<file path="src/rtl/uart_pkg.sv">
// -----------------------------------------------------------------------------
// uart_pkg
// Shared definitions for the FIFO-fed serial transmitter:
//   uart_state_e     - transmitter FSM states
//   LINE_IDLE        - level the serial line rests at between frames
//   DEFAULT_CLK_DIV  - default clock cycles per serial bit
//   cnt_width()      - counter width helper that never returns zero
// -----------------------------------------------------------------------------
package uart_pkg;

    typedef enum logic [1:0] {
        IDLE  = 2'd0,
        START = 2'd1,
        DATA  = 2'd2,
        STOP  = 2'd3
    } uart_state_e;

    localparam logic LINE_IDLE       = 1'b1;
    localparam int   DEFAULT_CLK_DIV = 16;

    // Width needed to hold 0..n-1; at least one bit so that degenerate
    // parameter values still give a legal vector.
    function automatic int cnt_width(input int n);
        return (n > 1) ? $clog2(n) : 1;
    endfunction

endpackage

</file>
<file path="src/rtl/uart_baud_counter.sv">
// -----------------------------------------------------------------------------
// uart_baud_counter
// Divides clk_i by CLK_DIV. Counts 0..CLK_DIV-1 and wraps; restart_i forces
// the count back to 0 on the next edge.
// Ports:
//   clk_i      - system clock
//   rst_i      - asynchronous, active-low reset
//   restart_i  - synchronous clear (takes priority over counting)
//   count_o    - current count value
//   tick_o     - high for the single cycle in which count == CLK_DIV-1
// -----------------------------------------------------------------------------
module uart_baud_counter
    import uart_pkg::*;
#(
    parameter int CLK_DIV = DEFAULT_CLK_DIV,
    localparam int CNT_W  = cnt_width(CLK_DIV)
) (
    input  logic             clk_i,
    input  logic             rst_i,
    input  logic             restart_i,
    output logic [CNT_W-1:0] count_o,
    output logic             tick_o
);

    localparam logic [CNT_W-1:0] LAST = CNT_W'(CLK_DIV - 1);

    logic [CNT_W-1:0] count_q;
    logic [CNT_W-1:0] count_d;

    always_comb begin
        count_d = count_q + 1'b1;
        if (restart_i || (count_q == LAST)) begin
            count_d = '0;
        end
    end

    always_ff @(posedge clk_i or negedge rst_i) begin
        if (!rst_i) begin
            count_q <= '0;
        end else begin
            count_q <= count_d;
        end
    end

    assign count_o = count_q;
    assign tick_o  = (count_q == LAST);

endmodule

</file>
<file path="src/rtl/fifo_uart_tx.sv">
// -----------------------------------------------------------------------------
// fifo_uart_tx
// Serial transmitter that drains a byte FIFO from its read side. Whenever the
// FIFO is non-empty and enable_i is high it pops one word and sends it as
// start bit, WIDTH data bits LSB first, then STOP_BITS stop bits.
// Ports:
//   clk_i      - system clock
//   rst_i      - asynchronous, active-low reset
//   data_i     - FIFO head word, valid while size_i != 0
//   size_i     - FIFO fill level
//   getData_o  - one-cycle pop strobe back to the FIFO (registered)
//   enable_i   - permits starting new frames
//   tx_o       - serial line, idles high (registered)
//   busy_o     - high while a word is being popped or transmitted (registered)
// -----------------------------------------------------------------------------
module fifo_uart_tx
    import uart_pkg::*;
#(
    parameter int CLK_DIV    = DEFAULT_CLK_DIV,
    parameter int WIDTH      = 8,
    parameter int SIZE_WIDTH = 4,
    parameter int STOP_BITS  = 1
) (
    input  logic                  clk_i,
    input  logic                  rst_i,
    input  logic [WIDTH-1:0]      data_i,
    input  logic [SIZE_WIDTH-1:0] size_i,
    output logic                  getData_o,
    input  logic                  enable_i,
    output logic                  tx_o,
    output logic                  busy_o
);

    localparam int CNT_W = cnt_width(CLK_DIV);
    localparam int BIT_W = cnt_width((WIDTH > STOP_BITS) ? WIDTH : STOP_BITS);

    localparam logic [BIT_W-1:0] LAST_DATA_BIT = BIT_W'(WIDTH - 1);
    localparam logic [BIT_W-1:0] LAST_STOP_BIT = BIT_W'(STOP_BITS - 1);
    // The pop strobe is registered, so the decision to pop at the end of a
    // frame is taken one cycle before the final stop cycle.
    localparam logic [CNT_W-1:0] PRE_TICK      = CNT_W'(CLK_DIV - 2);

    uart_state_e      state_q, state_d;
    logic [WIDTH-1:0] shift_q, shift_d;
    logic [BIT_W-1:0] bit_q,   bit_d;
    logic             get_q,   get_d;
    logic             tx_q,    tx_d;
    logic             busy_q,  busy_d;

    logic             baud_restart;
    logic             baud_tick;
    logic [CNT_W-1:0] baud_count;
    logic             can_pop;
    logic             last_stop;

    uart_baud_counter #(
        .CLK_DIV (CLK_DIV)
    ) u_baud (
        .clk_i     (clk_i),
        .rst_i     (rst_i),
        .restart_i (baud_restart),
        .count_o   (baud_count),
        .tick_o    (baud_tick)
    );

    assign can_pop   = enable_i && (size_i != '0);
    assign last_stop = (bit_q == LAST_STOP_BIT);

    // Every bit period starts at count 0: the counter is held while idle and
    // cleared on each state change.
    assign baud_restart = (state_q == IDLE) || (state_d != state_q);

    always_comb begin
        state_d = state_q;
        shift_d = shift_q;
        bit_d   = bit_q;
        get_d   = 1'b0;

        unique case (state_q)
            IDLE: begin
                if (get_q) begin
                    // Pop cycle: FIFO advances on this edge, capture its head.
                    shift_d = data_i;
                    bit_d   = '0;
                    state_d = START;
                end else if (can_pop) begin
                    get_d = 1'b1;
                end
            end

            START: begin
                if (baud_tick) begin
                    bit_d   = '0;
                    state_d = DATA;
                end
            end

            DATA: begin
                if (baud_tick) begin
                    if (bit_q == LAST_DATA_BIT) begin
                        bit_d   = '0;
                        state_d = STOP;
                    end else begin
                        bit_d   = bit_q + 1'b1;
                        shift_d = shift_q >> 1;
                    end
                end
            end

            STOP: begin
                // Schedule the pop so it lands on the final stop cycle,
                // giving back-to-back frames with no idle gap.
                if (last_stop && (baud_count == PRE_TICK) && can_pop) begin
                    get_d = 1'b1;
                end
                if (baud_tick) begin
                    if (last_stop) begin
                        bit_d = '0;
                        if (get_q) begin
                            shift_d = data_i;
                            state_d = START;
                        end else begin
                            state_d = IDLE;
                        end
                    end else begin
                        bit_d = bit_q + 1'b1;
                    end
                end
            end

            default: begin
                state_d = IDLE;
            end
        endcase

        // Line level follows the state being entered, so tx_o is registered
        // yet aligned with the state it belongs to.
        unique case (state_d)
            START:   tx_d = 1'b0;
            DATA:    tx_d = shift_d[0];
            default: tx_d = LINE_IDLE;
        endcase

        busy_d = (state_d != IDLE) || get_d;
    end

    always_ff @(posedge clk_i or negedge rst_i) begin
        if (!rst_i) begin
            state_q <= IDLE;
            shift_q <= '0;
            bit_q   <= '0;
            get_q   <= 1'b0;
            tx_q    <= LINE_IDLE;
            busy_q  <= 1'b0;
        end else begin
            state_q <= state_d;
            shift_q <= shift_d;
            bit_q   <= bit_d;
            get_q   <= get_d;
            tx_q    <= tx_d;
            busy_q  <= busy_d;
        end
    end

    assign getData_o = get_q;
    assign tx_o      = tx_q;
    assign busy_o    = busy_q;

endmodule

</file>
<file path="config.mk">
export PLATFORM = sky130hd
export DESIGN_NAME = fifo_uart_tx
export DESIGN_NICKNAME = d
export VERILOG_FILES = /design/src/rtl/uart_pkg.sv /design/src/rtl/uart_baud_counter.sv /design/src/rtl/fifo_uart_tx.sv
export SDC_FILE = /design/constraint.sdc
export NUM_CORES = 1
export LEC_CHECK = 0
export CELL_PAD_IN_SITES_DETAIL_PLACEMENT = 0
export CELL_PAD_IN_SITES_GLOBAL_PLACEMENT = 2
export CORE_MARGIN = 3
export CORE_UTILIZATION = 33
export DETAILED_ROUTE_END_ITERATION = 7
export PLACE_DENSITY = 0.84
export SYNTH_ARGS = -nofsm -noshare
export SYNTH_HDL_FRONTEND = slang
export SYNTH_SLANG_ARGS = --single-unit
</file>
<file path="constraint.sdc">
create_clock -name clk_i -period 2.3 [get_ports clk_i]
set_input_delay 0.23 -clock clk_i [delete_from_list [all_inputs] [get_ports clk_i]]
set_output_delay 0.23 -clock clk_i [all_outputs]
set_load 0.02 [all_outputs]
</file>
==> metrics.txt, run 1 <==
outcome finished, final reports clean; vias per inst around 5.1; initial core utilization between 30% and 40%; largest net degree at the start of global routing 21; latest clock arrival within the worst-skew pair around 0.30 ns; CP max FO 8; hold crit path type in2async; top_reg_cell synth dfrtp_1; Post-CTS Setup Inserts 0; Post-CTS Hold Buffers 0; Final Hold Fails 0; area of the multi-input gates around 620 sq um; Slew @ Worst Pin between 0.6 and 0.7 ns; final net count approximately 170; Post-synth ARST share 100.0%; H-tree levels 1; Longest Clk Path Bufs 2; critical path arrival around 2.4 ns; DR pass1 iterations 4; first-pass GRT wire length 4167 um; CTS root buffer clkbuf_4; Synth top cells by count dfrtp_1 (19), nand2_1 (16), o21ai_0 (13), nor2_1 (11), ha_1 (9); setup tns final 0 ns; top-count cell post-synth dfrtp_1; CP startpoint kind flip-flop; setup violators final 0; DR WL/cell ~13 um; CTS tree done; Leakage Power 0.6117 nW; reg2reg start bit_q[0]; row count 20; Reg area 501.7 sq um; post-cts gate resize count 0; Worst R2R End tx_o; Syn Nets between 100 and 150; PwrDens 911.2 mW/mm^2; clock-pin slew on the worst setup and hold paths around 0.11 ns; worst reg2reg path depth 7; Final Skew 0.0008753 ns; largest area contributor in the netlist dfrtp_1; setup ws final 0.1073 ns; Fmax between 400 and 500 MHz; Post-synth EDFFs 0; Filler Cell Count approximately 340; Max Slew Vio Count 0; vias in the first global route ~940; net load switching power roughly 0.46 mW; logic gate share of total power 39.2%; Crit Path Category reg2reg; Max-Cap Viols 0; # IOs 18; Pint approximately 0.86 mW; worst vdd ir approximately 0.00047 V; Die X 65.51 um; initial antenna violation count 0; Synth warnings 0; flops & latches, synth 20; Tmin final between 2 and 2.5 ns; synth-to-layout area growth 24.09%; GP Congestion ~0.78; sequential group share of total power between 30% and 40%; Port Buffers 17; R2R Setup Slk ~0.11 ns; crit end category flip-flop; Vias 942; Synth top area share 40.69%; HPWL Detailed 1833 um; DP Worst Slack 0.1201 ns; Routed Antenna Nets 0; period utilization 95.34%; sequential area share after synthesis a little over two fifths; post-synth cell types 37; clk sinks 20; worst path required time about 2.6 ns; Die ar. roughly 0.0043 sq mm; CTS Buf Count 3; antenna cells 0; die height around 66 um; drt first-iter violations 33; synth top area cells dfrtp_1 (41%), ha_1 (9.6%), o21ai_0 (5.6%), nand2_1 (5.1%), a22oi_1 (3.9%); slew margin rel. 58.97%; Gate Count Post-Synth approximately 120; DRC 0; total gr overflow 0; RSZ-0062 raised after global routing no; Sw Share about a third; share of layout cells above drive strength 1 9.220%; GRT Resource Usage Total 12.58%; Clock Power Share roughly 22%; core area between 0.003 and 0.004 sq mm; Syn Area/Cell between 9 and 10 sq um; synthesized cell area approximately 0.0012 sq mm; Total Wirelength between 2000 and 2500 um
[cell usage in the layout, fill, tap and decap left out, drive strengths merged, types with 2 or more instances in the layout]
cell type      count
buf                3
a22oi              6
nor2b              2
a211oi             2
ha                 9
nand3              4
clkdlybuf4s50     17
nor3               2
nand2             16
nand2b             3
nor2              11
inv                8
dfrtp             19
o211ai             2
a221oi             2
clkbuf             3
o21ai             14
nand4b             2
[worst max path at each step]
stage,startpoint,end,slack [ns],depth (start not counted)
floorplan,bit_q[0],tx_o,0.26,7
global placement,bit_q[0],tx_o,0.18,7
detailed placement,bit_q[0],tx_o,0.12,7
CTS,bit_q[0],tx_o,0.1,7
global route,bit_q[0],tx_o,0.003,7
finish,bit_q[0],tx_o,0.11,7
[final cells by class]
class                           instances  share of cell area [%]
Multi-Input combinational cell         89                   42.62
Sequential cell                        20                   34.60
Timing Repair Buffer                   20                   13.29
Tap cell                               44                   3.796
Clock inverter                          1                   2.071
Inverter                                8                   2.071
Clock buffer                            3                   1.553
[per-stage QoR]
step | cell area (sq um) | utilization (%) | instances | hold WS, ns | power (mW)
2_1_floorplan | 1169 | - | 121 | -0.06559 | 0.8652
6_report | 1450 | 45.27 | 185 | 0.2493 | 1.321
3_3_place_gp | 1398 | 43.63 | 181 | 0.4720 | 1.043
3_5_place_dp | 1398 | 43.63 | 181 | 0.4724 | 1.048
5_1_grt | 1450 | 45.27 | 185 | 0.2575 | 1.428
4_1_cts | 1450 | 45.27 | 185 | 0.2545 | 1.343
[flip-flops by register name, summed over array words and instances (netlist names)]
signal          cells
tx_o                1
getData_o           1
u_baud.count_o      4
shift_q             8
busy_o              1
bit_q               3
state_q             2
[power by group through the flow]
stage,Combinational [mW],Sequential (mW),Clock (mW)
floorplan,0.329,0.537,0
global placement,0.517,0.526,0
detailed placement,0.526,0.522,0
CTS,0.528,0.516,0.299
global route,0.586,0.526,0.315
finish,0.518,0.515,0.288
[cells by family after synthesis]
logic type | count (synthesis) | share of synthesized area (%)
simple gates | 45 | 19.81
compound gates | 33 | 21.95
flops | 20 | 42.93
buf+inv | 12 | 4.175
fa+ha+maj | 9 | 9.636
xor+xnor | 2 | 1.499
[critical path, cell delays in order, from the launching register on]
cell and delay (ns):
dfrtp_1 0.43, ha_1 0.22, ha_1 0.21, nand4b_1 0.22
a221oi_4 0.31, o211ai_4 0.17, a221o_1 0.39, o21ba_1 0.19
[routing by layer]
| layer | track usage [%] | routed length [um] | vias up | share of wire [%] |
|---|---|---|---|---|
| li1 | - | - | 470 | - |
| met1 | 16.93 | 1168 | 456 | 49 |
| met2 | 19.22 | 1060 | 14 | 45 |
| met3 | 4.957 | 122 | 2 | 5.1 |
| met4 | 2.332 | 18 | 0 | 0.76 |
| met5 | 0 | 0 | - | 0 |
Power figures use the tool's default switching activity.
==> run 2, diff against run 1 <==
CORE_UTILIZATION = 34   (was 33)
PLACE_DENSITY = 0.83   (was 0.84)
SYNTH_HIERARCHICAL = 1   (was unset)
==> run 2 against run 1 <==
Against the previous run: die area is 5.4% higher; power is 4.9% higher; fmax is 1.3% higher; area after synthesis is 9.2% higher; clock skew is 0.0030 ns higher; non-clock buffer count is 3 higher; final area is 8.7% higher; via count is 11% higher; critical path depth is 1 lower; routed wire length is 21% higher; largest cell class unchanged; largest power group unchanged; register-to-register slack better by 0.03 ns.
==> metrics.txt, run 2 <==
outcome finished, final reports clean (unchanged); Gate Count Post-Synth 121 (unchanged); worst vdd ir 0.0005042 V (was 0.0004663 V); vias per inst 5.508 (was 5.092); DRC 0 (unchanged); share of layout cells above drive strength 1 12.59% (was 9.220%); total gr overflow 0 (unchanged); Crit Path Category reg2reg (unchanged); synth top area cells dfrtp_1 (37%), a22o_1 (8.2%), ha_1 (7.8%), inv_1 (2.4%), a221oi_4 (2.1%) (was dfrtp_1 (41%), ha_1 (9.6%), o21ai_0 (5.6%), nand2_1 (5.1%), a22oi_1 (3.9%)); first-pass GRT wire length 4726 um (was 4167 um); largest stage delay on the critical path 0.41 ns (was 0.43 ns); Max Slew Vio Count 0 (unchanged); largest area contributor in the netlist dfrtp_1 (unchanged); CTS root buffer clkbuf_8 (was clkbuf_4); Port Buffers 17 (unchanged); HPWL Detailed 2144 um (was 1833 um); Slew @ Worst Pin 0.5396 ns (was 0.6114 ns); sequential group share of total power 38.3% (was 39.0%); vias in the first global route 1,059 (was 936); Biggest register shift_q (unchanged); crit-path cells ha_1, and3_4, o21ba_1, a2111oi_2, o21ai_1, or3b_1 (was ha_1, ha_1, nand4b_1, a221oi_4, o211ai_4, a221o_1, o21ba_1); # IOs 18 (unchanged); CTS tree done (unchanged); Filler Cell Count 341 (was 339); Post-synth ARST share 100.0% (unchanged); Sw Share 35.69% (was 34.99%); Syn Area/Cell 10.55 sq um (was 9.658 sq um); top-count cell post-synth dfrtp_1 (unchanged); H-tree levels 1 (unchanged); top_reg_cell synth dfrtp_1 (unchanged); GRT Resource Usage Total 13.68% (was 12.58%); max reg flops 8 (unchanged); initial core utilization 36.80% (was 36.48%); sequential area share after synthesis 39.31% (was 42.93%); hold crit path type in2async (unchanged); net load switching power 0.4946 mW (was 0.4624 mW); Pint 0.8912 mW (was 0.8590 mW); DR WL/cell 15.12 um (was 12.81 um); post-synth cell types 49 (was 37); commonest non-fill, non-tap cell in the layout dfrtp_1 (unchanged); Slowest-stage cell, CP dfrtp_1 (unchanged); Clock Power Share 19.7% (was 21.8%); CP startpoint kind flip-flop (unchanged); Fmax 461.8 MHz (was 456.1 MHz); synthesized cell area 0.001276 sq mm (was 0.001169 sq mm); Die X 67.27 um (was 65.51 um); worst path required time 2.45 ns (was 2.55 ns); clock-pin slew on the worst setup and hold paths 0.08 ns (was 0.11 ns); Final Hold Fails 0 (unchanged); CTS Buf Count 3 (unchanged); Tmin final 2.165 ns (was 2.193 ns); clk sinks 20 (unchanged); flops & latches, synth 20 (unchanged); final net count 167 (was 166); Longest Clk Path Bufs 2 (unchanged); setup tns final 0 ns (unchanged); Total Wirelength 2857 um (was 2369 um); Reg area 501.7 sq um (unchanged); crit end category flip-flop (unchanged); Synth warnings 6 (was 0); Routed Antenna Nets 0 (unchanged); core area 0.003468 sq mm (was 0.003203 sq mm); Final Skew 0.003870 ns (was 0.0008753 ns); final instance area 0.001577 sq mm (was 0.001450 sq mm); row count 21 (was 20); Post-DP Area 0.001516 sq mm (was 0.001398 sq mm); period utilization 94.15% (was 95.34%); most frequent cells in the layout dfrtp_1 (19), clkdlybuf4s50_1 (17), a22o_1 (12) (was dfrtp_1 (19), clkdlybuf4s50_1 (17), nand2_1 (16)); largest net degree at the start of global routing 21 (unchanged); crit-path leading delay family compound AO/OA/AOI/OAI gates (unchanged); Syn Nets 144 (was 145); critical path arrival 2.31 ns (was 2.44 ns); Die ar. 0.004525 sq mm (was 0.004292 sq mm); Synth top cells by count dfrtp_1 (19), a22o_1 (12), ha_1 (8), inv_1 (8), a21oi_1 (5) (was dfrtp_1 (19), nand2_1 (16), o21ai_0 (13), nor2_1 (11), ha_1 (9)); Max-Cap Viols 0 (unchanged); RSZ-0062 raised after global routing no (unchanged); initial antenna violation count 0 (unchanged); setup violators final 0 (unchanged); Post-synth EDFFs 0 (unchanged); Synth top area share 37.25% (was 40.69%); logic gate share of total power 42.0% (was 39.2%); CP bufs+invs 0 (unchanged); CP max FO 12 (was 8); area of the multi-input gates 716.9 sq um (was 618.1 sq um); synth-to-layout area growth 23.53% (was 24.09%); latest clock arrival within the worst-skew pair 0.26 ns (was 0.30 ns); Vias 1,041 (was 942); drt first-iter violations 29 (was 33); antenna cells 0 (unchanged); die height 67.27 um (was 65.51 um); DR pass1 iterations 4 (unchanged); GP Congestion 0.7929 (was 0.7838); PwrDens 879.0 mW/mm^2 (was 911.2 mW/mm^2); slew margin rel. 63.95% (was 58.97%); Leakage Power 0.6997 nW (was 0.6117 nW)
run 2: cell types whose count changed in the layout (fill, tap and decap cells not counted), moves of 3 or more:
| cell | before | now |
|---|---|---|
| clkbuf_8 | 0 | 4 |
| o21ai_0 | 13 | 4 |
| a2bb2oi_1 | 0 | 3 |
| a21oi_1 | 1 | 5 |
| clkbuf_4 | 3 | 0 |
| buf_4 | 3 | 6 |
| nor2_1 | 11 | 3 |
| nand2_1 | 16 | 4 |
| a22oi_1 | 6 | 1 |
| a22o_1 | 0 | 12 |
run 2: stage by stage:
step	power (mW)	setup WS (ns)	instances	hold WS (ns)	utilization [%]
2_1_floorplan	0.9189	0.1743	121	-0.06559	-
3_3_place_gp	1.104	0.1467	185	0.4859	43.72
3_5_place_dp	1.114	0.08446	185	0.4952	43.72
4_1_cts	1.389	0.07070	189	0.3170	45.31
5_1_grt	1.481	0.003264	189	0.3511	45.45
6_report	1.386	0.1346	189	0.3096	45.45
run 2: final cells by class:
class / instances / share of cell area, %
multi-input combinational: 88 / 45.48
sequential: 20 / 31.83
timing repair buffer: 23 / 13.65
tap: 46 / 3.651
clock buffer: 4 / 3.492
inverter: 8 / 1.905
run 2: power by group through the flow:
stage	logic (mW)	clock network (mW)	registers, mW
floorplan	0.376	0	0.543
global placement	0.575	0	0.529
detailed placement	0.579	0	0.535
CTS	0.583	0.276	0.530
global route	0.642	0.295	0.544
finish	0.582	0.273	0.530
run 2: final timing paths:
| check | start | end | slack [ns] | cells past startpoint |
|---|---|---|---|---|
| min reg2reg | shift_q[1] | shift_q[1] | 0.51 | 1 |
| min in group clk_i | shift_q[1] | shift_q[1] | 0.51 | 1 |
| max reg2reg | u_baud/count_o[0] | busy_o | 0.13 | 6 |
| max in group asynchronous | rst_i | tx_o | 1.71 | 2 |
| min | rst_i | shift_q[7] | 0.31 | 2 |
| max | u_baud/count_o[0] | busy_o | 0.13 | 6 |
run 2: cell families after synthesis:
logic type / count (synthesis) / share of synthesized area (%)
compound gates: 45 / 28.82
xor+xnor: 1 / 0.6864
fa+ha+maj: 8 / 7.843
buf+inv: 13 / 4.902
flops: 20 / 39.31
mux: 2 / 1.569
simple gates: 32 / 16.86
run 2: routing by layer:
| layer | vias up | GRT usage, % | share of wire (%) |
|---|---|---|---|
| li1 | 508 | - | - |
| met1 | 501 | 16.24 | 44 |
| met2 | 30 | 24.17 | 49 |
| met3 | 2 | 4.160 | 6.5 |
| met4 | 0 | 3.038 | 0.63 |
| met5 | - | 0 | 0 |
run 2: worst register-to-register path, delay by kind of cell (launching register included):
family | cells | cell delay (ns)
flops | 1 | 0.41
fa+ha+maj | 1 | 0.24
compound gates | 3 | 0.76
simple gates | 2 | 0.65
run 2: what timing repair did:
item                       in CTS  in global routing
setup endpoints to repair       0                  1
gates resized for setup         0                  1
buffers inserted                0                  0
hold buffers                    0                  0
==> run 3, diff against run 2 <==
GPL_TIMING_DRIVEN = 0   (was unset)
==> run 3 against run 2 <==
Against the previous run: clock skew grew 0.0011 ns; power grew 8.5%; highest routed layer unchanged; worst hold slack gained 0.16 ns.
==> metrics.txt, run 3 (synthesis results as in run 2) <==
synth-to-layout area growth 28.33% (was 23.53%); CTS tree done (unchanged); DRC 0 (unchanged); total gr overflow 0 (unchanged); CTS root buffer clkbuf_8 (unchanged); largest net degree at the start of global routing 21 (unchanged); die height 67.27 um (unchanged); logic gate share of total power 41.1% (was 42.0%); Tmin final 2.172 ns (was 2.165 ns); worst path required time 2.44 ns (was 2.45 ns); initial core utilization 36.80% (unchanged); latest clock arrival within the worst-skew pair 0.26 ns (about the same); initial antenna violation count 0 (unchanged); CP startpoint kind flip-flop (unchanged); most frequent cells in the layout dfrtp_1 (19), clkdlybuf4s50_1 (17), a22o_1 (12) (unchanged); row count 21 (unchanged); Max Slew Vio Count 0 (unchanged); final instance area 0.001638 sq mm (was 0.001577 sq mm); period utilization 94.43% (was 94.15%); Slew @ Worst Pin 0.9028 ns (was 0.5396 ns); DR WL/cell 15.53 um (was 15.12 um); worst vdd ir 0.0003479 V (was 0.0005042 V); Max-Cap Viols 0 (unchanged); max reg flops 8 (unchanged); crit end category flip-flop (unchanged); Total Wirelength 2966 um (was 2857 um); Vias 1,057 (was 1,041); drt first-iter violations 88 (was 29); hold crit path type in2async (unchanged); sequential group share of total power 35.3% (was 38.3%); Cells after DPL 184 (was 185); Leakage Power 0.7145 nW (was 0.6997 nW); Sw Share 34.37% (was 35.69%); PwrDens 918.4 mW/mm^2 (was 879.0 mW/mm^2); Non-Filler Instances 191 (was 189); Post-DP Area 0.001504 sq mm (was 0.001516 sq mm); commonest non-fill, non-tap cell in the layout dfrtp_1 (unchanged); vias in the first global route 1,068 (was 1,059); first-pass GRT wire length 4981 um (was 4726 um); CP max FO 10 (was 12); setup violators final 0 (unchanged); HPWL Detailed 2235 um (was 2144 um); DR pass1 iterations 4 (unchanged); worst hold slack 0.4717 ns (was 0.3096 ns); critical path arrival 2.32 ns (was 2.31 ns); H-tree levels 1 (unchanged); antenna cells 0 (unchanged); Filler Cell Count 350 (was 341); Final Hold Fails 0 (unchanged); Longest Clk Path Bufs 2 (unchanged); share of layout cells above drive strength 1 15.17% (was 12.59%); Routed Antenna Nets 0 (unchanged); Port Buffers 17 (unchanged); clk sinks 20 (unchanged); largest stage delay on the critical path 0.41 ns (about the same); Final Skew 0.004949 ns (was 0.003870 ns); net load switching power 0.5170 mW (was 0.4946 mW); vias per inst 5.534 (was 5.508); Slowest-stage cell, CP dfrtp_1 (unchanged); Die X 67.27 um (unchanged); crit-path cells ha_2, and3_4, buf_6, o21ba_1, a2111oi_4, o21ai_2, or3b_1 (was ha_1, and3_4, o21ba_1, a2111oi_2, o21ai_1, or3b_1); slew margin rel. 39.63% (was 63.95%); # IOs 18 (unchanged); GP Congestion 0.8600 (was 0.7929); GRT Resource Usage Total 14.63% (was 13.68%); Crit Path Category reg2reg (unchanged); core area 0.003468 sq mm (unchanged); Biggest register shift_q (unchanged); clock-pin slew on the worst setup and hold paths 0.08 ns (about the same); Fmax 460.4 MHz (was 461.8 MHz); setup tns final 0 ns (unchanged); Clock Power Share 23.6% (was 19.7%); Die ar. 0.004525 sq mm (unchanged); outcome finished, final reports clean (unchanged); Pint 0.9872 mW (was 0.8912 mW); CTS Buf Count 3 (unchanged); final net count 169 (was 167)
-- run 3: repair_timing --
item,in CTS,in global routing
hold buffers,0,0
setup buffers,0,3
cloned,0,0
pin swaps,0,2
resized for setup,2,4
endpoints found under the setup margin,7,8
-- run 3: path summary, 6_finish.rpt --
path	start	to	slack [ns]	cells after the start
worst max-delay path	u_baud/count_o[0]	busy_o	0.13	7
worst min-delay path	rst_i	shift_q[5]	0.47	1
worst max register to register	u_baud/count_o[0]	busy_o	0.13	7
worst min register to register	shift_q[7]	shift_q[7]	0.51	1
max in group asynchronous	rst_i	bit_q[2]	1.27	1
min in group clk_i	shift_q[7]	shift_q[7]	0.51	1
-- run 3: metal layers --
metal	vias up	share of wire [%]	GRT usage, %
met4	0	1.7	5.316
met2	30	47	24.17
met3	8	4.0	2.329
met5	-	0	0
li1	514	-	-
met1	505	47	19.23
-- run 3: critical path: cells and delay by family (launching register included) --
| family | cells | cell delay, ns |
|---|---|---|
| buffers and inverters | 1 | 0.14 |
| DFF | 1 | 0.41 |
| adders and majority gates | 1 | 0.23 |
| and+or+nand+nor | 2 | 0.57 |
| AOI/OAI and AO/OA | 3 | 0.70 |
-- run 3: per-stage QoR --
step	total power [mW]	setup WS [ns]	util (%)
6_report	1.504	0.1280	47.22
5_1_grt	1.609	-0.001822	47.22
4_1_cts	1.476	0.02477	45.67
3_5_place_dp	1.108	-0.02471	43.36
3_3_place_gp	1.096	0.02001	43.36
2_1_floorplan	0.9189	0.1743	-
-- run 3: power by group through the flow --
stage | registers, mW | clock network [mW] | logic (mW)
detailed placement | 0.534 | 0 | 0.574
global placement | 0.530 | 0 | 0.567
global route | 0.547 | 0.377 | 0.685
floorplan | 0.543 | 0 | 0.376
finish | 0.531 | 0.356 | 0.617
CTS | 0.529 | 0.360 | 0.587
-- run 3: area by class of cell --
| cell class | instances | area, sq um | share of cell area, % |
|---|---|---|---|
| clock buffer | 3 | 41.29 | 2.521 |
| clock inverter | 1 | 30.03 | 1.833 |
| timing repair buffer | 20 | 192.7 | 11.76 |
| inverter | 8 | 30.03 | 1.833 |
| sequential | 20 | 501.7 | 30.63 |
| multi-input combinational | 88 | 752.0 | 45.91 |
| buffer | 5 | 32.53 | 1.986 |
| tap | 46 | 57.56 | 3.514 |
==> edit: new RTL, settings of run 3 <==
Put one more register stage on the output `tx_o`, cleared by the reset. The value now appears one clock later. The other outputs are not delayed to match. Comments in the files are not updated.
--- a/src/rtl/fifo_uart_tx.sv
+++ b/src/rtl/fifo_uart_tx.sv
@@ -163,7 +163,13 @@
     end
 
     assign getData_o = get_q;
-    assign tx_o      = tx_q;
+    always_ff @(posedge clk_i or negedge rst_i) begin
+        if (!rst_i) begin
+            tx_o <= '0;
+        end else begin
+            tx_o <= tx_q;
+        end
+    end
     assign busy_o    = busy_q;
 
 endmodule
Function: changed (Yosys sat finds a counterexample within 4 cycles, from zero or initial values and one cycle with rst_i low).
==> edit against run 3 <==
- worst setup slack better by 0.0074 ns
- cell count down 3.7%
- maximum frequency up 0.34%
- design area down 8.4%
- utilization down 3.3 points
- first-iteration DRC count down 66%
- non-clock buffer count down 5
- clock skew up 0.0037 ns
- power down 16%
- clock power down 49%
- routed wire length down 8.7%
- area after synthesis down 3.9%
- sequential cell count up 1
- critical path type unchanged
- critical endpoint is now tx_q
==> edit: results (changes against run 3) <==
Status
  – Status: finished, final reports clean (unchanged)

Final layout
  – Share of post-route cells with drive strength above 1: 0.0942 (was 0.152)
  – Layout Cells excl Fill: 184 (was 191)

GRT
  – Met3 Track Usage GR: 0.0306 (was 0.0233)
  – Global-route wire length before repair: 4.64 mm (was 4.98 mm)
  – Global-route usage over all layers: 0.138 (was 0.146)
  – Met2 GRT Util: 0.230 (was 0.242)
  – Largest net degree at the start of global routing: 22 (was 21)
  – Met1 GRT Util: 0.173 (was 0.192)

Pwr
  – Reg power frac: 0.439 (was 0.353)
  – PD cells: 838 mW/mm^2 (was 918 mW/mm^2)
  – Combinational power: 0.521 mW (was 0.617 mW)
  – LEAKAGE: 0.637 nW (was 0.714 nW)
  – Sw Ratio: 0.372 (was 0.344)

Routing
  – WL final: 2.71 mm (was 2.97 mm)
  – Metal3 WL: 128 um (was 120 um)
  – Vias per inst: 5.53 (about the same)
  – Met1 Wirelength: 1.26 mm (was 1.40 mm)
  – Initial drt markers: 30 (was 88)

Placed design
  – Dpl ws: -0.0431 ns (was -0.0247 ns)
  – Detail Placement HPWL: 2.04 mm (was 2.24 mm)
  – Cell Area, Placed: 0.00145 mm^2 (was 0.00150 mm^2)

Worst setup path
  – Largest stage delay on the critical path: 0.51 ns (was 0.41 ns)
  – CP max FO: 11 (was 10)
  – Slowest stage cell, crit path: a221o_2 (was dfrtp_1)

Clock tree
  – Post-cts resize count: 1 (was 2)
  – Clk pin slew, worst setup/hold paths: 0.12 ns (was 0.08 ns)

Yosys
  – Netlist cell types: 46 (was 49)
  – Mean Syn Cell Area: 10.5 um^2 (about the same)
  – Syn nets: 140 (was 144)
  – Leading post-synthesis cells by cell area: dfrtp_1, ha_1, a22oi_1 (was dfrtp_1, a22o_1, ha_1)

STA
  – Clock skew: 0.00870 ns (was 0.00495 ns)
[edit: layout make-up]
class	instances	area, um^2
fillers	346	1920
clock buffers	4	26.3
well taps	46	57.6
flip-flops and latches	21	527
plain buffers	3	12.5
inverters	8	30.0
multi-input cells	85	677
repair buffers	17	170
[edit: worst paths after layout]
check                                  start        to  slack [ns]  cells after the start
max                        u_baud/count_o[0]      tx_q        0.14                      6
min reg2reg                             tx_q      tx_o        0.40                      0
min                                     tx_q      tx_o        0.40                      0
max in group asynchronous              rst_i    busy_o        1.28                      1
max reg2reg                u_baud/count_o[0]      tx_q        0.14                      6
min in group asynchronous              rst_i  bit_q[1]        0.44                      1
[edit: cell families (layout without fill, tap and decap cells)]
group                    after synthesis  after routing  synth area share
AO/OA/AOI/OAI                         47             47             0.286
XOR/XNOR                               1              1           0.00714
buffers and inverters                 11             32            0.0347
adder cells (fa/ha/maj)                8              8            0.0816
AND/OR/NAND/NOR                       27             27             0.145
multiplexers                           2              2            0.0163
flip-flops                            21             21             0.430
